==> config.mk <==
export PLATFORM = sky130hd
export DESIGN_NAME = lap_store
export DESIGN_NICKNAME = d
export VERILOG_FILES = /design/src/rtl/lap_store.sv
export SDC_FILE = /design/constraint.sdc
export NUM_CORES = 1
export LEC_CHECK = 0
export CAP_MARGIN = 0
export CORE_ASPECT_RATIO = 0.7
export CORE_MARGIN = 8
export CORE_UTILIZATION = 50
export DETAILED_ROUTE_END_ITERATION = 8
export HOLD_SLACK_MARGIN = 0.1
export PLACE_DENSITY = 0.75
export SETUP_SLACK_MARGIN = 0.4
export SYNTH_ARGS = -nofsm -noshare
export SYNTH_HDL_FRONTEND = slang
export SYNTH_SLANG_ARGS = --single-unit
==> constraint.sdc <==
create_clock -name mclk -period 3.7 [get_ports mclk]
set_clock_uncertainty 0.2 [all_clocks]
set_input_delay 0.74 -clock mclk [delete_from_list [all_inputs] [get_ports mclk]]
set_output_delay 0.74 -clock mclk [all_outputs]
set_load 0.01 [all_outputs]
==> src/rtl/lap_store.sv <==
// Lap-time capture and recall buffer: keeps the last DEPTH {m,s,ms} captures
// in a circular buffer and presents one of them, registered, on request.
module lap_store #(
  parameter int unsigned DEPTH = 4,
  parameter int unsigned W     = 8,
  parameter int unsigned AW    = 2
) (
  input  logic          mclk,
  input  logic          rst,
  input  logic [W-1:0]  ms,
  input  logic [W-1:0]  s,
  input  logic [W-1:0]  m,
  input  logic          lap,
  input  logic          recall,
  input  logic          clear,
  output logic [W-1:0]  lap_ms,
  output logic [W-1:0]  lap_s,
  output logic [W-1:0]  lap_m,
  output logic [AW-1:0] lap_age,
  output logic [AW:0]   lap_cnt,
  output logic          view,
  output logic          full
);

  localparam int unsigned EW = 3 * W;

  typedef enum logic {IDLE = 1'b0, VIEW = 1'b1} state_e;

  state_e          state_q, state_d;
  logic [EW-1:0]   mem_q [DEPTH];
  logic [AW-1:0]   wptr_q, wptr_d;
  logic [AW-1:0]   age_q, age_d;
  logic [AW:0]     cnt_q, cnt_d;
  logic            full_q, full_d;
  logic            view_q, view_d;
  logic [EW-1:0]   disp_q, disp_d;
  logic            wr_en;
  logic [AW-1:0]   rd_idx;
  logic [EW-1:0]   live;

  assign live = {m, s, ms};

  // Next-state: clear > lap > recall
  always_comb begin
    state_d = state_q;
    wptr_d  = wptr_q;
    age_d   = age_q;
    cnt_d   = cnt_q;
    wr_en   = 1'b0;
    if (clear) begin
      state_d = IDLE;
      wptr_d  = '0;
      age_d   = '0;
      cnt_d   = '0;
    end else if (lap) begin
      wr_en  = 1'b1;
      wptr_d = AW'(wptr_q + AW'(1));
      age_d  = '0;
      if (cnt_q != (AW+1)'(DEPTH)) begin
        cnt_d = (AW+1)'(cnt_q + (AW+1)'(1));
      end
    end else if (recall) begin
      case (state_q)
        IDLE: begin
          if (cnt_q != '0) begin
            state_d = VIEW;
            age_d   = '0;
          end
        end
        VIEW: begin
          if ((AW+1)'({1'b0, age_q}) < (AW+1)'(cnt_q - (AW+1)'(1))) begin
            age_d = AW'(age_q + AW'(1));
          end else begin
            state_d = IDLE;
            age_d   = '0;
          end
        end
        default: state_d = IDLE;
      endcase
    end
  end

  // Registered view data; a same-cycle capture bypasses the storage array
  always_comb begin
    full_d = (cnt_d == (AW+1)'(DEPTH));
    view_d = (state_d == VIEW);
    rd_idx = AW'(wptr_d - AW'(1) - age_d);
    disp_d = '0;
    if (state_d == VIEW) begin
      disp_d = wr_en ? live : mem_q[rd_idx];
    end
  end

  always_ff @(posedge mclk) begin
    if (rst) begin
      state_q <= IDLE;
      wptr_q  <= '0;
      age_q   <= '0;
      cnt_q   <= '0;
      full_q  <= 1'b0;
      view_q  <= 1'b0;
      disp_q  <= '0;
    end else begin
      state_q <= state_d;
      wptr_q  <= wptr_d;
      age_q   <= age_d;
      cnt_q   <= cnt_d;
      full_q  <= full_d;
      view_q  <= view_d;
      disp_q  <= disp_d;
    end
  end

  // Storage needs no reset: lap_cnt masks stale entries
  always_ff @(posedge mclk) begin
    if (!rst && !clear && wr_en) begin
      mem_q[wptr_q] <= live;
    end
  end

  assign lap_m   = disp_q[EW-1:2*W];
  assign lap_s   = disp_q[2*W-1:W];
  assign lap_ms  = disp_q[W-1:0];
  assign lap_age = age_q;
  assign lap_cnt = cnt_q;
  assign view    = view_q;
  assign full    = full_q;

endmodule

Word-level counts from Yosys, hierarchy flattened
Memories as Yosys holds them, arrays and structs flattened. A register that Yosys moved wholly into a read port is not among the register bits.
Index checks and enable logic that the tools add are counted.
{"block": "op_classes", "add_sub_neg": 6, "order_cmp": 1, "n_eq_ne": 2, "mux": 21, "n_bitwise": 2, "n_reduce_logical": 6}
{"operator": "$mux W2", "n": 7}
{"operator": "$mux W1", "n": 9}
{"operator": "$mux W3", "n": 3}
{"operator": "$add A2 B1 Y2 const B", "n": 2}
{"operator": "$pmux W2 S2", "n": 1}
{"operator": "$add A3 B1 Y3 const B", "n": 1}
{"operator": "$eq A3 B3 Y1 const B", "n": 1}
{"operator": "$lt A2 B3 Y1", "n": 1}
{"operator": "$ne A3 B3 Y1 const B", "n": 1}
{"operator": "$reduce_bool A3 Y1", "n": 1}
{"operator": "$sub A3 B1 Y3 const B", "n": 1}
{"operator": "$logic_and A1 B1 Y1", "n": 2}
{"operator": "$logic_not A1 Y1", "n": 2}
{"operator": "$not A1 Y1", "n": 2}
{"operator": "$pmux W1 S2", "n": 1}
{"operator": "$reduce_or A2 Y1", "n": 1}
{"operator": "$sub A2 B1 Y2 const B", "n": 1}
{"operator": "$sub A2 B2 Y2", "n": 1}
{"block": "totals", "reg_bits": 9, "mem_bits_rw": 96, "in_bits": 29, "mem_count": 1}
{"memory": "mem_q", "words": 4, "width": 24, "read_ports": 1, "rd_ports_with_merged_regs": 1, "write_ports": 1, "line": "30", "source": "logic [EW-1:0] mem_q [DEPTH];"}

Longest topological paths before layout
{"block": "depth", "depth_word": 9, "ltp_mapped": 12, "ltp_nobuf": 11}

Worst setup path before layout
No wires, ideal clock.
{"block": "synth_path", "path_type": "input port to flip-flop", "from": "input clear", "to": "memory mem_q[1][0] (netlist name), enable pin", "t_arrival_ps": 3254, "slack_ps": -195, "stages": 5, "n_path_buf": 3, "cell_sequence": "clkbuf_1 nand2b_1 clkbuf_1 clkbuf_1 nor3b_1"}
{"block": "synth_via", "elab_chain_cells": 5}
{"item": "from (decl)", "line": "15", "source": "input logic clear,"}
{"item": "$logic_not A1 Y1", "line": "116", "source": "if (!rst && !clear && wr_en) begin"}
{"item": "$logic_and A1 B1 Y1", "line": "116"}
{"item": "$logic_and A1 B1 Y1 (*)", "line": "116"}
{"item": "$mux W1 (*)", "line": "116"}
{"item": "$mux W1 (implied by the code) (*)", "line": "117", "source": "mem_q[wptr_q] <= live;"}
{"item": "to (decl)", "line": "30"}
Every way passes the cells marked *; elsewhere a longest branch is shown, timed or not.

Worst setup path in the final report
{"block": "layout_path", "from": "register cnt_q[0] (netlist: lap_cnt[0])", "to": "register disp_q[18], read port of mem_q"}
{"block": "layout_via", "elab_chain_cells": 9}
{"item": "from (decl)", "line": "33", "source": "logic [AW:0] cnt_q, cnt_d;"}
{"item": "from (signal assigned)", "line": "107", "source": "cnt_q <= cnt_d;"}
{"item": "branches (longest 9 deep; another with $sub A3 B1 Y3)"}
{"item": "to (decl)", "line": "36", "source": "logic [EW-1:0] disp_q, disp_d;"}
Several ways; the timed one is not identified.
A chain may end at the register's enable or synchronous reset.

==> summary.md <==
| Metric | Value |
|---|---|
| Final period util | 0.8837 |
| Status | complete, no violations |
| Synth cell types | 34 |
| I/O pins | 60 |
| Synthesized cell area | 5147 um^2 |
| Row count | 31 |
| Critical setup path kind | register to register |
| Avg Cell Area, Syn | 15.18 um^2 |
| Full die area | 13850 um^2 |
| Worst hold start | lap_cnt[1] |
| Hold Buf Count CTS | 0 |
| Residual DRC | 0 |
| Post-layout minimum cycle time | between 3 and 4 ns |
| Core footprint | 10200 um^2 |
| Design Power | 3.359 mW |
| CTS Buf Count | 17 |
| Dpl hpwl | 6325 um |
| Post-synth net total | around 380 |
| Met3 GRT Util | 0.04930 |
| Final Hold Vio Count | 0 |
| Reg-to-reg slack, setup | about 0.43 ns |
| Final Setup Violations | 0 |
| Layout cells sized above 1 | 0.2233 |
| Synth Flop Type | edfxtp_1 |
| Die extent in y | 100.9 um |
| Critical Path Fanout Max | 12 |
| GRT Util Overall | 0.1665 |
| Detailed router's first-iteration violation count | ~290 |
| Gr busiest metal | met2 |
| Routed wire length | 11200 um |
| Dpl cells | around 520 |
| Largest net degree at the start of global routing | 73 |
| Worst Hold Depth | 2 |
| Required time worst endpoint | 3.82 ns |
| Cell depth of the worst flop-to-flop path | 12 |
| Hold Crit Class | register to register |
| Number of antenna-violating nets in the routed design | 0 |
| CP Capture Type | register |
| Synthesis-stage register bit count | 129 |
| Starting density of the core | 0.5046 |
| CTS Buffer Depth | 2 |
| Pleak | about 2.4 nW |
| Seq/Total Area, Yosys | 0.6884 |
| Clk_lat worst skew | a little over 0.4 ns |
| CTS root buffer | clkbuf_16 |
| Met2 Track Usage GR | 0.2588 |
| Gpl congestion | 0.8231 |
| Worst EP arrival | between 3 and 4 ns |
| Max Cap Viol | 0 |
| Clk slew on worst S/H paths | ~0.050 ns |
| Vias per cell | ~5.6 |
| RSZ-0062 raised after global routing | no |
| Finished Layout Cells | about 560 |
| Core Util, Final | 0.6607 |
| Via count | 3134 |
| CP startpoint kind | register |
| Post-synth ARST share | 0 |
| Horiz. Die Dim | 137.3 um |
| Worst Setup SP | lap_cnt[0] |
| Clock Sinks | 129 |
| Total congestion overflow | 0 |
| Slew @ Worst Pin | 0.5577 ns |
| Vias in the first global route | approximately 3200 |
| H-tree depth | 4 |
| Fmax achieved | 305.8 MHz |
| Fin nets | 455 |
| CTS tree | yes |
| Rel. slew slack | 0.6186 |
| Reg-to-reg critical path startpoint | lap_cnt[0] |
| Initial antenna violation count | 0 |
| Slew Viols, Final | 0 |
| Post-Syn Instances | between 300 and 400 |
| Routed length per placed instance | 19.94 um |
| GR Util met1 | 0.2087 |
| Ant diodes | 0 |
| DRT Pass-1 Iters | 5 |
| Layout area overhead | 30.94% |
| Synthesis Warnings | 0 |
| Buffers on Ports | 59 |
| PD cells | 498.4 nW/um^2 |
| Worst VDD drop | around 360 uV |
| Post-synth EDFFs | 96 |
| First-pass GRT wire length | 17160 um |
## cell usage after synthesis, drive strengths merged, types with 2 or more instances
| master | instances | area [um^2] |
|---|---|---|
| edfxtp | 96 | 2883 |
| dfxtp | 33 | 660.6 |
| mux2i | 26 | 260.3 |
| o21ai | 26 | 130.1 |
| a211oi | 24 | 180.2 |
| a221oi | 24 | 335.3 |
| nor2b | 24 | 150.1 |
| clkbuf | 16 | 60.06 |
| ha | 9 | 112.6 |
| nor2 | 9 | 33.78 |
| inv | 7 | 26.28 |
| buf | 6 | 42.54 |
| nor3 | 6 | 30.03 |
| nor3b | 5 | 37.54 |
| xnor2 | 5 | 43.79 |
| nand2 | 4 | 15.01 |
| a21oi | 3 | 15.01 |
| nand2b | 2 | 12.51 |
## sequential cells by signal (all words and copies together), names as in the netlist
register,cells
mem_q,96
lap_cnt,3
view,1
disp_q,24
lap_age,2
full,1
wptr_q,2
## stage by stage
stage                     setup slack, ns  setup TNS, ns  area [um^2]  hold slack, ns
final                              0.4303              0         6740          0.3228
after global routing               0.3748              0         6740          0.3830
after CTS                          0.3776              0         6576          0.3669
after detailed placement         -0.01289       -0.01289         5984          0.3982
after global placement             0.1154              0         5984          0.3859
after floorplan                   -0.1946         -17.86         5150          0.3563
## path summary, 6_finish.rpt
path | to
setup reg to reg | disp_q[18]
hold / removal | lap_cnt[1]
hold reg to reg | lap_cnt[1]
setup / recovery | disp_q[18]
## what timing repair did
item                       CTS  global route
gates cloned                 0             2
setup endpoints to repair   24            24
setup buffers                0             4
resized for setup            7            16
pin swaps                    1             7
## layer usage
layer  up-vias  wire, um  part of all wire
li1       1486         -                 -
met1      1549      5124              0.46
met2        87      5319              0.47
met3        12       623             0.056
met4         0       136             0.012
met5         -         0                 0
## layout make-up
type                    count  area (um^2)
clock buffers              21        470.5
clock inverters            11        87.58
fillers                   742         3461
inverters                   7        28.78
multi-input cells         181         1619
flip-flops and latches    129         3551
well taps                 132        165.2
repair buffers             81        818.3
## worst max-delay path, stage by stage, from the launching register on
cell       delay [ns]
dfxtp_4          0.36
inv_4            0.05
ha_4             0.25
ha_4             0.16
and3b_1          0.21
a32o_2           0.14
o211ai_1         0.14
ha_2             0.22
or3_4            0.37
and2_4           0.18
a221o_2          0.44
clkbuf_16        0.22
a221oi_2         0.23
## report_power, final
group / total (mW) / internal [mW] / switching, mW
Clock: 1.54 / 0.966 / 0.578
Combinational: 0.242 / 0.0990 / 0.143
Sequential: 1.57 / 1.57 / 0.00528
Total: 3.36 / 2.63 / 0.726
## cell usage in the layout, fill, tap and decap left out, drive strengths merged, types with 4 or more instances in the layout
cell type,instances
nor3b,5
clkdlybuf4s50,58
nor2,9
xnor2,5
o21ai,26
buf,20
clkbuf,23
mux2i,26
a211oi,24
inv,7
ha,9
nor2b,24
nand2,4
a221oi,24
nor3,6
edfxtp,96
dfxtp,33
clkinv,7
## cell families after synthesis
kind of cell,share of synthesized area
compound gates,0.1403
mux,0.05056
simple gates,0.06369
xor+xnor,0.01021
fa+ha+maj,0.02188
buf+inv,0.02504
flops,0.6884
Power figures use the tool's default switching activity.
